## src/rtl/mac_sequencer_pkg.sv

```systemverilog
// Shared MAC constants: FSM state encoding, multiply cycle count and
// operand/accumulator widths. Other MAC blocks import this package so
// the encodings and widths stay consistent across the family.
package mac_sequencer_pkg;

  localparam int unsigned MAC_OP_W        = 4;  // operand width
  localparam int unsigned MAC_ACC_W       = 8;  // accumulator / product width
  localparam int unsigned MAC_MULT_CYCLES = 4;  // one cycle per multiplier bit
  localparam int unsigned MAC_IDX_W       = 2;  // bit index counter width

  localparam logic [MAC_IDX_W-1:0] MAC_IDX_LAST = MAC_IDX_W'(MAC_MULT_CYCLES - 1);

  typedef enum logic [1:0] {
    ST_IDLE = 2'b00,
    ST_MULT = 2'b01,
    ST_ACC  = 2'b10,
    ST_DONE = 2'b11
  } mac_state_e;

endpackage

```

## src/rtl/mac_sequencer_adder_8_bit.sv

```systemverilog
// adder_8_bit: the single 8-bit adder time-shared by the MAC sequencer.
// Ports:
//   a_lo_i [3:0]  low nibble of operand A
//   a_hi_i [3:0]  high nibble of operand A
//   b_i    [7:0]  operand B
//   sum_o  [7:0]  (A + B) mod 256
//   cout_o        carry-out of the 8-bit addition
module adder_8_bit
  import mac_sequencer_pkg::*;
(
  input  logic [MAC_OP_W-1:0]  a_lo_i,
  input  logic [MAC_OP_W-1:0]  a_hi_i,
  input  logic [MAC_ACC_W-1:0] b_i,
  output logic [MAC_ACC_W-1:0] sum_o,
  output logic                 cout_o
);

  always_comb begin
    {cout_o, sum_o} = {1'b0, a_hi_i, a_lo_i} + {1'b0, b_i};
  end

endmodule

```

## src/rtl/mac_sequencer.sv

```systemverilog
// mac_sequencer: shift-and-add 4x4 unsigned multiplier feeding an 8-bit
// accumulator with a sticky overflow flag. One adder is shared between the
// partial-product build (MULT, 4 cycles) and the accumulate (ACC, 1 cycle).
// Ports:
//   clk        clock, rising edge
//   rst_n      asynchronous active-low reset
//   start      request a multiply-accumulate (sampled in IDLE only)
//   clear_acc  zero acc and overflow (sampled in IDLE only)
//   op_a/op_b  4-bit unsigned operands, captured when start is accepted
//   busy       high in MULT and ACC
//   done       one-cycle pulse in DONE
//   acc        registered accumulator
//   overflow   sticky accumulate carry-out
module mac_sequencer
  import mac_sequencer_pkg::*;
(
  input  logic                 clk,
  input  logic                 rst_n,
  input  logic                 start,
  input  logic                 clear_acc,
  input  logic [MAC_OP_W-1:0]  op_a,
  input  logic [MAC_OP_W-1:0]  op_b,
  output logic                 busy,
  output logic                 done,
  output logic [MAC_ACC_W-1:0] acc,
  output logic                 overflow
);

  mac_state_e               state_q, state_d;
  logic [MAC_OP_W-1:0]      a_q, b_q;
  logic [MAC_IDX_W-1:0]     idx_q;
  logic [MAC_ACC_W-1:0]     partial_q;
  logic [MAC_ACC_W-1:0]     acc_q;
  logic                     ovf_q;

  logic [MAC_ACC_W-1:0]     add_a, add_b, add_sum;
  logic                     add_cout;

  // Operand mux for the shared adder. In MULT the B input is the latched
  // multiplicand shifted to the current bit position, gated by that
  // multiplier bit; a zero bit adds zero so partial is unchanged.
  always_comb begin
    add_a = partial_q;
    add_b = '0;
    if (state_q == ST_ACC) begin
      add_a = acc_q;
      add_b = partial_q;
    end else if (b_q[idx_q]) begin
      add_b = {{(MAC_ACC_W-MAC_OP_W){1'b0}}, a_q} << idx_q;
    end
  end

  adder_8_bit u_adder (
    .a_lo_i (add_a[MAC_OP_W-1:0]),
    .a_hi_i (add_a[MAC_ACC_W-1:MAC_OP_W]),
    .b_i    (add_b),
    .sum_o  (add_sum),
    .cout_o (add_cout)
  );

  always_comb begin
    state_d = state_q;
    unique case (state_q)
      ST_IDLE: if (start) state_d = ST_MULT;
      ST_MULT: if (idx_q == MAC_IDX_LAST) state_d = ST_ACC;
      ST_ACC:  state_d = ST_DONE;
      ST_DONE: state_d = ST_IDLE;
      default: state_d = ST_IDLE;
    endcase
  end

  always_ff @(posedge clk or negedge rst_n) begin
    if (!rst_n) begin
      state_q <= ST_IDLE;
    end else begin
      state_q <= state_d;
    end
  end

  always_ff @(posedge clk or negedge rst_n) begin
    if (!rst_n) begin
      a_q       <= '0;
      b_q       <= '0;
      idx_q     <= '0;
      partial_q <= '0;
      acc_q     <= '0;
      ovf_q     <= 1'b0;
    end else begin
      unique case (state_q)
        ST_IDLE: begin
          // Clear and start may coincide: the clear lands first, so the
          // following ACC adds onto zero.
          if (clear_acc) begin
            acc_q <= '0;
            ovf_q <= 1'b0;
          end
          if (start) begin
            a_q       <= op_a;
            b_q       <= op_b;
            partial_q <= '0;
            idx_q     <= '0;
          end
        end
        ST_MULT: begin
          partial_q <= add_sum;
          idx_q     <= idx_q + 1'b1;  // wraps to 0 after the last bit
        end
        ST_ACC: begin
          acc_q <= add_sum;
          if (add_cout) ovf_q <= 1'b1;
        end
        default: ;
      endcase
    end
  end

  assign busy     = (state_q == ST_MULT) || (state_q == ST_ACC);
  assign done     = (state_q == ST_DONE);
  assign acc      = acc_q;
  assign overflow = ovf_q;

endmodule

```

## config.mk

```make
export PLATFORM = sky130hd
export DESIGN_NAME = mac_sequencer
export DESIGN_NICKNAME = d
export VERILOG_FILES = /design/src/rtl/mac_sequencer_pkg.sv /design/src/rtl/mac_sequencer_adder_8_bit.sv /design/src/rtl/mac_sequencer.sv
export SDC_FILE = /design/constraint.sdc
export NUM_CORES = 1
export LEC_CHECK = 0
export ABC_AREA = 1
export CORE_MARGIN = 1
export CORE_UTILIZATION = 55
export CTS_BUF_LIST = sky130_fd_sc_hd__clkbuf_4 sky130_fd_sc_hd__clkbuf_8
export DETAILED_ROUTE_END_ITERATION = 6
export DONT_BUFFER_PORTS = 1
export GPL_ROUTABILITY_DRIVEN = 0
export GPL_TIMING_DRIVEN = 1
export PLACE_DENSITY = 0.67
export SETUP_SLACK_MARGIN = 0.4
export SYNTH_ARGS = -nofsm -noshare
export SYNTH_HDL_FRONTEND = slang
export SYNTH_HIERARCHICAL = 1
export SYNTH_SLANG_ARGS = --single-unit
```

## constraint.sdc

```tcl
create_clock -name clk -period 4.9 [get_ports clk]
set_input_delay 0.98 -clock clk [delete_from_list [all_inputs] [get_ports clk]]
set_output_delay 0.98 -clock clk [all_outputs]
set_load 0.01 [all_outputs]
```

## Yosys cells after proc, flatten, opt, wreduce, memory -nomap -nowiden

Index checks and enable logic that the tools add are counted.

| word-level totals | value |
|---|---|
| register bits | 29 |
| bits of input ports | 12 |
| output and inout port bits | 11 |
| logic and storage cells | 45 |

| operators by class | value |
|---|---|
| add/sub/neg operators | 2 |
| $lt $le $gt $ge | 1 |
| equality and inequality tests | 8 |
| shifts and indexed selects | 1 |
| mux-type cells | 17 |
| reductions and logical operators | 9 |

Operator list:

| operator | count |
|---|---|
| 8-bit two-way mux | 5 |
| 8-bit one-hot mux with 2 select lines | 2 |
| 8-bit by 8-bit adder with 9-bit output | 1 |
| 2-bit != test (second input constant) | 4 |
| 2-bit one-hot mux with 4 select lines | 1 |
| 2-bit AND reduction | 4 |
| 4-bit by 2-bit << shifter with 8-bit output | 1 |
| 2-bit == test (second input constant) | 3 |
| 2-bit two-way mux | 3 |
| 2-bit one-hot mux with 2 select lines | 1 |
| 2-bit nonzero test | 2 |
| 2-bit by 3-bit < comparator with 1-bit output (second input constant) | 1 |
| 1-bit two-way mux | 3 |
| 3-bit AND reduction | 1 |
| 2-bit by 1-bit adder with 2-bit output (second input constant) | 1 |
| 1-bit binary-select mux with 2-bit select | 1 |
| 2-bit by 1-bit == test with 1-bit output (second input constant) | 1 |
| 2-bit zero test | 1 |
| 1-bit one-hot mux with 2 select lines | 1 |
| 1-bit logical OR | 1 |

## Longest topological paths before layout

| depth | value |
|---|---|
| depth after elaboration | 7 |
| gate-level depth with buffers | 16 |
| gate-level depth less buffers | 15 |

## Modules after synthesis

Netlist, hierarchy kept.

By module, submodules not included:

| module | times used | cells an instance | area each (µm²) | seq. area each (µm²) |
|---|---|---|---|---|
| mac_sequencer | 1 | 188 | 1515.2 | 725.7 |
| adder_8_bit | 1 | 59 | 376.6 | 0.0 |

## Least setup slack after synthesis

No wires, ideal clock.

| timing path | value |
|---|---|
| path type | register to register |
| start point | register state_q[0] |
| end point | register partial_q[6] |
| library setup time | 0.138 ns |
| arrival time | 2.171 ns |
| required time | 4.762 ns |
| path slack | 2.591 ns |
| cell stages (with the launch flop) | 15 |
| buffers on the path | 1 |
| clock period less this slack | 2.309 ns |
| cells stage by stage | dfrtp_1 inv_1 ha_1 clkbuf_1 o21ai_0 ha_1 fa_1 nand2_1 nand2_1 nand3b_4 nand2_1 nand2_1 nand2_1 inv_1 o22ai_1 |

| on the way | value |
|---|---|
| word-level cells in the longest chain between the ends | 4 |
| elaborated cells on any way between the ends | 10 |
| those cells by class | add/sub: 1; eq/ne: 3; mux: 3; reduce/logical: 3 |

Ends and longest elaborated chain:

| what | RTL line | RTL |
|---|---|---|
| start, declared | mac_sequencer.sv:29 | `mac_state_e state_q, state_d;` |
| start signal, assigned | mac_sequencer.sv:76 | `state_q <= state_d;` |
| 2-bit == test | mac_sequencer.sv:45 | `if (state_q == ST_ACC) begin` |
| 8-bit two-way mux | mac_sequencer.sv:45 |  |
| via add_a[0] | mac_sequencer.sv:36 | `logic [MAC_ACC_W-1:0] add_a, add_b, add_sum;` |
| 8-bit by 8-bit adder with 9-bit output | mac_sequencer_adder_8_bit.sv:19 | `{cout_o, sum_o} = {1'b0, a_hi_i, a_lo_i} + {1'b0, b_i};` |
| via add_sum[6] | mac_sequencer.sv:36 |  |
| 8-bit one-hot mux with 2 select lines | mac_sequencer.sv:89 | `unique case (state_q)` |
| end signal, assigned | mac_sequencer.sv:105 | `partial_q <= add_sum;` |
| end, declared | mac_sequencer.sv:32 | `logic [MAC_ACC_W-1:0] partial_q;` |

The timed path passes the listed nets, and every way through them passes these cells.
A chain may end at the register's enable or synchronous reset.

## Final worst setup path

| timing path | value |
|---|---|
| start point | register state_q[0] |
| end point | register partial_q[6] |

| on the way | value |
|---|---|
| word-level cells in the longest chain between the ends | 4 |
| elaborated cells on any way between the ends | 10 |
| those cells by class | add/sub: 1; eq/ne: 3; mux: 3; reduce/logical: 3 |

Ends and longest elaborated chain:

| what | RTL line |
|---|---|
| 2-bit == test | mac_sequencer.sv:45 |
| 8-bit two-way mux | mac_sequencer.sv:45 |
| via add_b[0] | mac_sequencer.sv:36 |
| 8-bit by 8-bit adder with 9-bit output | mac_sequencer_adder_8_bit.sv:19 |
| via add_sum[6] | mac_sequencer.sv:36 |
| 8-bit one-hot mux with 2 select lines | mac_sequencer.sv:89 |

The timed path passes the listed nets, and every way through them passes these cells.

==> impl_metrics.sql <==
INSERT INTO impl_metrics (metric_group, metric, value, unit) VALUES
('status', 'status', 'complete, no violations', ''),
('clock_network', 'clock_pin_slew_on_the_worst_setup_and_hold_paths', '90', 'ps'),
('drt', 'drtAntennaViolNets', '0', ''),
('drt', 'via_per_inst', '5.430', ''),
('drt', 'overall_via_count_from_detail_route', '1591', ''),
('yosys', 'synth_fp_nets', '273', ''),
('floorplanning', 'core_area', '3153', 'um^2'),
('yosys', 'postSynth.topFlopCell', 'sky130_fd_sc_hd__dfrtp_1', ''),
('pwr', 'irDropWorstVdd', '0.3965', 'mV'),
('yosys', 'synth.top_cells.by_area', 'sky130_fd_sc_hd__dfrtp_1, sky130_fd_sc_hd__nand2_1, sky130_fd_sc_hd__ha_1, sky130_fd_sc_hd__inv_1, sky130_fd_sc_hd__o21ai_0', ''),
('min_path', 'hold_path.class', 'in2async', ''),
('setup_path', 'timing.critical_path.from', 'state_q[0]', ''),
('clock_network', 'clk_root_buffer_cell', 'sky130_fd_sc_hd__clkbuf_4', ''),
('yosys', 'yosysTopAreaCellShare', '38.36', '%'),
('drt', 'detailedRoute.firstIterationViolations', '79', ''),
('clock_network', 'cts.sinks', '29', ''),
('yosys', 'synth.lib_cells_used.distinct', '26', ''),
('floorplanning', 'initial_utilization', '60.00', '%'),
('grt', 'global_route.peak_usage_layer', 'met2', ''),
('sta', 'final_critical_path_setup_slack', '1711', 'ps'),
('drt', 'route.final.wire_length', '4.083', 'mm'),
('clock_network', 'postCtsResizedCells', '0', ''),
('yosys', 'synth-edff-count', '0', ''),
('floorplanning', 'fp.dieArea', '3678', 'um^2'),
('yosys', 'synthesis.area_per_instance', '7.659', 'um^2'),
('setup_path', 'worst-path-max-fanout', '23', ''),
('grt', 'grt_util_met2', '42.39', '%'),
('clock_network', 'clock_tree.buffer_depth', '2', ''),
('drt', 'route.detailed.wl_per_inst', '13.94', 'um'),
('yosys', 'ys_ff_latch', '29', ''),
('setup_path', 'critical_path.endpoint_type', 'register', ''),
('yosys', 'gate_count_post_synth', '247', ''),
('sta', 'final.period_utilization', '65.08', '%'),
('grt', 'number_of_global_route_vias_before_repair', '1567', ''),
('layout', 'antennaDiodeCount', '0', ''),
('place', 'dpl_worst_slack', '1765', 'ps'),
('yosys', 'seq_area_frac_synth', '38.36', '%'),
('clock_network', 'cts_hold_repair_buffers', '0', ''),
('setup_path', 'critical_path_class', 'reg2reg', ''),
('place', 'place.detailed.hpwl', '3.012', 'mm'),
('drt', 'drc', '0', ''),
('sta', 'timing_max_transition_violations_final', '0', ''),
('setup_path', 'cp_arrival', '3360', 'ps'),
('clock_network', 'cts-buffers-inserted', '5', ''),
('grt', 'grt_use_total', '25.19', '%'),
('setup_path', 'r2r_start', 'state_q[0]', ''),
('grt', 'initial_antenna_violation_count', '0', ''),
('sta', 'worst_setup_skew_after_layout', '10.66', 'ps'),
('sta', 'clock.fmax', '0.3136', 'GHz'),
('yosys', 'yosysMostFrequentCell', 'sky130_fd_sc_hd__nand2_1', ''),
('setup_path', 'timing.critical_path.to', 'partial_q[6]', ''),
('sta', 'grt_setup_unrepaired', 'false', ''),
('setup_path', 'worst_reg2reg_setup_slack', '1710', 'ps'),
('layout', 'fillCellCount', '313', ''),
('sta', 'timing.final.setup_violations', '0', ''),
('grt', 'gr-total-overflow', '0', ''),
('drt', 'drt-pass1-iter-count', '4', ''),
('yosys', 'synth_area', '1892', 'um^2'),
('grt', 'grt_max_degree', '30', ''),
('sta', 'finalSetupTns', '0', 'ps'),
('setup_path', 'crit_path_start_kind', 'register', ''),
('run', 'max_cap_viol_count', '0', ''),
('pwr', 'static-leakage-power', '1.024', 'nW'),
('layout', 'final_net_count', '275', ''),
('sta', 'timing.slew.headroom', '49.50', '%'),
('pwr', 'power.density_cell_area', '755.0', 'nW/um^2'),
('grt', 'grt_util_met3', '4.904', '%'),
('sta', 'finalCriticalPeriod', '3189', 'ps'),
('setup_path', 'cp.required', '5070', 'ps'),
('sta', 'tightest_slew', '757.5', 'ps'),
('floorplanning', 'floorplan.rows', '20', '');
## critical path: stages (launching register included)
cell and delay (ps):
sky130_fd_sc_hd__dfrtp_1 420, sky130_fd_sc_hd__inv_1 90, sky130_fd_sc_hd__ha_1 650, sky130_fd_sc_hd__inv_1 360, sky130_fd_sc_hd__nand3_1 160, sky130_fd_sc_hd__o22ai_1 90, sky130_fd_sc_hd__ha_1 250, sky130_fd_sc_hd__fa_1 410
sky130_fd_sc_hd__nand2_1 90, sky130_fd_sc_hd__nand2_1 110, sky130_fd_sc_hd__nand3b_4 100, sky130_fd_sc_hd__nand2_1 70, sky130_fd_sc_hd__nand2_1 70, sky130_fd_sc_hd__nand2_1 50, sky130_fd_sc_hd__inv_1 60, sky130_fd_sc_hd__o22ai_1 80
## per-layer routing
layer	part of all wire, %	wire (um)
met5	0	0
met4	1.2	49
met3	6.0	244
met2	47	1923
met1	46	1865
## stage by stage
step / cell area (um^2) / std cells / hold slack [ps] / power [W] / utilization (%)
3_3_place_gp: 1914 / 286 / 495.6 / 0.001302 / 60.71
5_1_grt: 1973 / 293 / 321.6 / 0.001634 / 62.58
6_report: 1973 / 293 / 342.1 / 0.001490 / 62.58
4_1_cts: 1973 / 293 / 336.5 / 0.001485 / 62.58
3_5_place_dp: 1914 / 286 / 503.4 / 0.001327 / 60.71
2_1_floorplan: 1892 / 247 / 480.8 / 0.001151 / -
## cell type report
| class | instances | area, um^2 | share of cell area, % |
|---|---|---|---|
| clock buffers | 7 | 58.81 | 2.980 |
| inverters | 42 | 157.7 | 7.990 |
| multi-input cells | 171 | 975.9 | 49.46 |
| flip-flops and latches | 29 | 725.7 | 36.78 |
| well taps | 44 | 55.05 | 2.790 |
## where the power goes
group          switching [W]  leakage, nW  internal, W
Clock              0.0000791       0.0348    0.0000732
Sequential         0.0000711        0.361     0.000335
Combinational       0.000599        0.628     0.000332
## sequential cells by signal, summed over array words and instances, names as in the netlist
| signal | flops |
|---|---|
| a_q | 4 |
| acc | 8 |
| b_q | 4 |
| idx_q | 2 |
| overflow | 1 |
| partial_q | 8 |
| state_q | 2 |
## kinds of logic (layout without fill, tap and decap cells)
group / after synthesis / after routing / share of synthesized area [%]
AND/OR/NAND/NOR: 99 / 99 / 24.21
flip-flops: 29 / 29 / 38.36
XOR/XNOR: 3 / 3 / 1.389
AO/OA/AOI/OAI: 55 / 55 / 16.34
adder cells (fa/ha/maj): 14 / 14 / 9.656
buffers and inverters: 47 / 49 / 10.05
## layout by cell type, fill, tap and decap left out, types with 2 or more instances in the layout
cell,instances
sky130_fd_sc_hd__nand2_1,55
sky130_fd_sc_hd__ha_1,13
sky130_fd_sc_hd__nor2_1,11
sky130_fd_sc_hd__nor2_2,3
sky130_fd_sc_hd__o21ai_0,27
sky130_fd_sc_hd__clkbuf_4,6
sky130_fd_sc_hd__o21ai_2,3
sky130_fd_sc_hd__inv_1,39
sky130_fd_sc_hd__a21oi_1,12
sky130_fd_sc_hd__xnor2_1,2
sky130_fd_sc_hd__nand3_1,20
sky130_fd_sc_hd__o22ai_1,12
sky130_fd_sc_hd__dfrtp_1,29
sky130_fd_sc_hd__nand2_2,4
sky130_fd_sc_hd__inv_2,3
sky130_fd_sc_hd__or2_4,2
## how the worst min path moves through the flow
stage                     startpoint            to  depth (start not counted)
final                          rst_n  partial_q[4]                          0
after global routing           rst_n  partial_q[4]                          0
after CTS                      rst_n  partial_q[4]                          0
after detailed placement      b_q[3]        b_q[3]                          2
after global placement        b_q[3]        b_q[3]                          2
after floorplan               b_q[0]        b_q[0]                          2
Note: power is estimated with default switching activity, not from simulation.
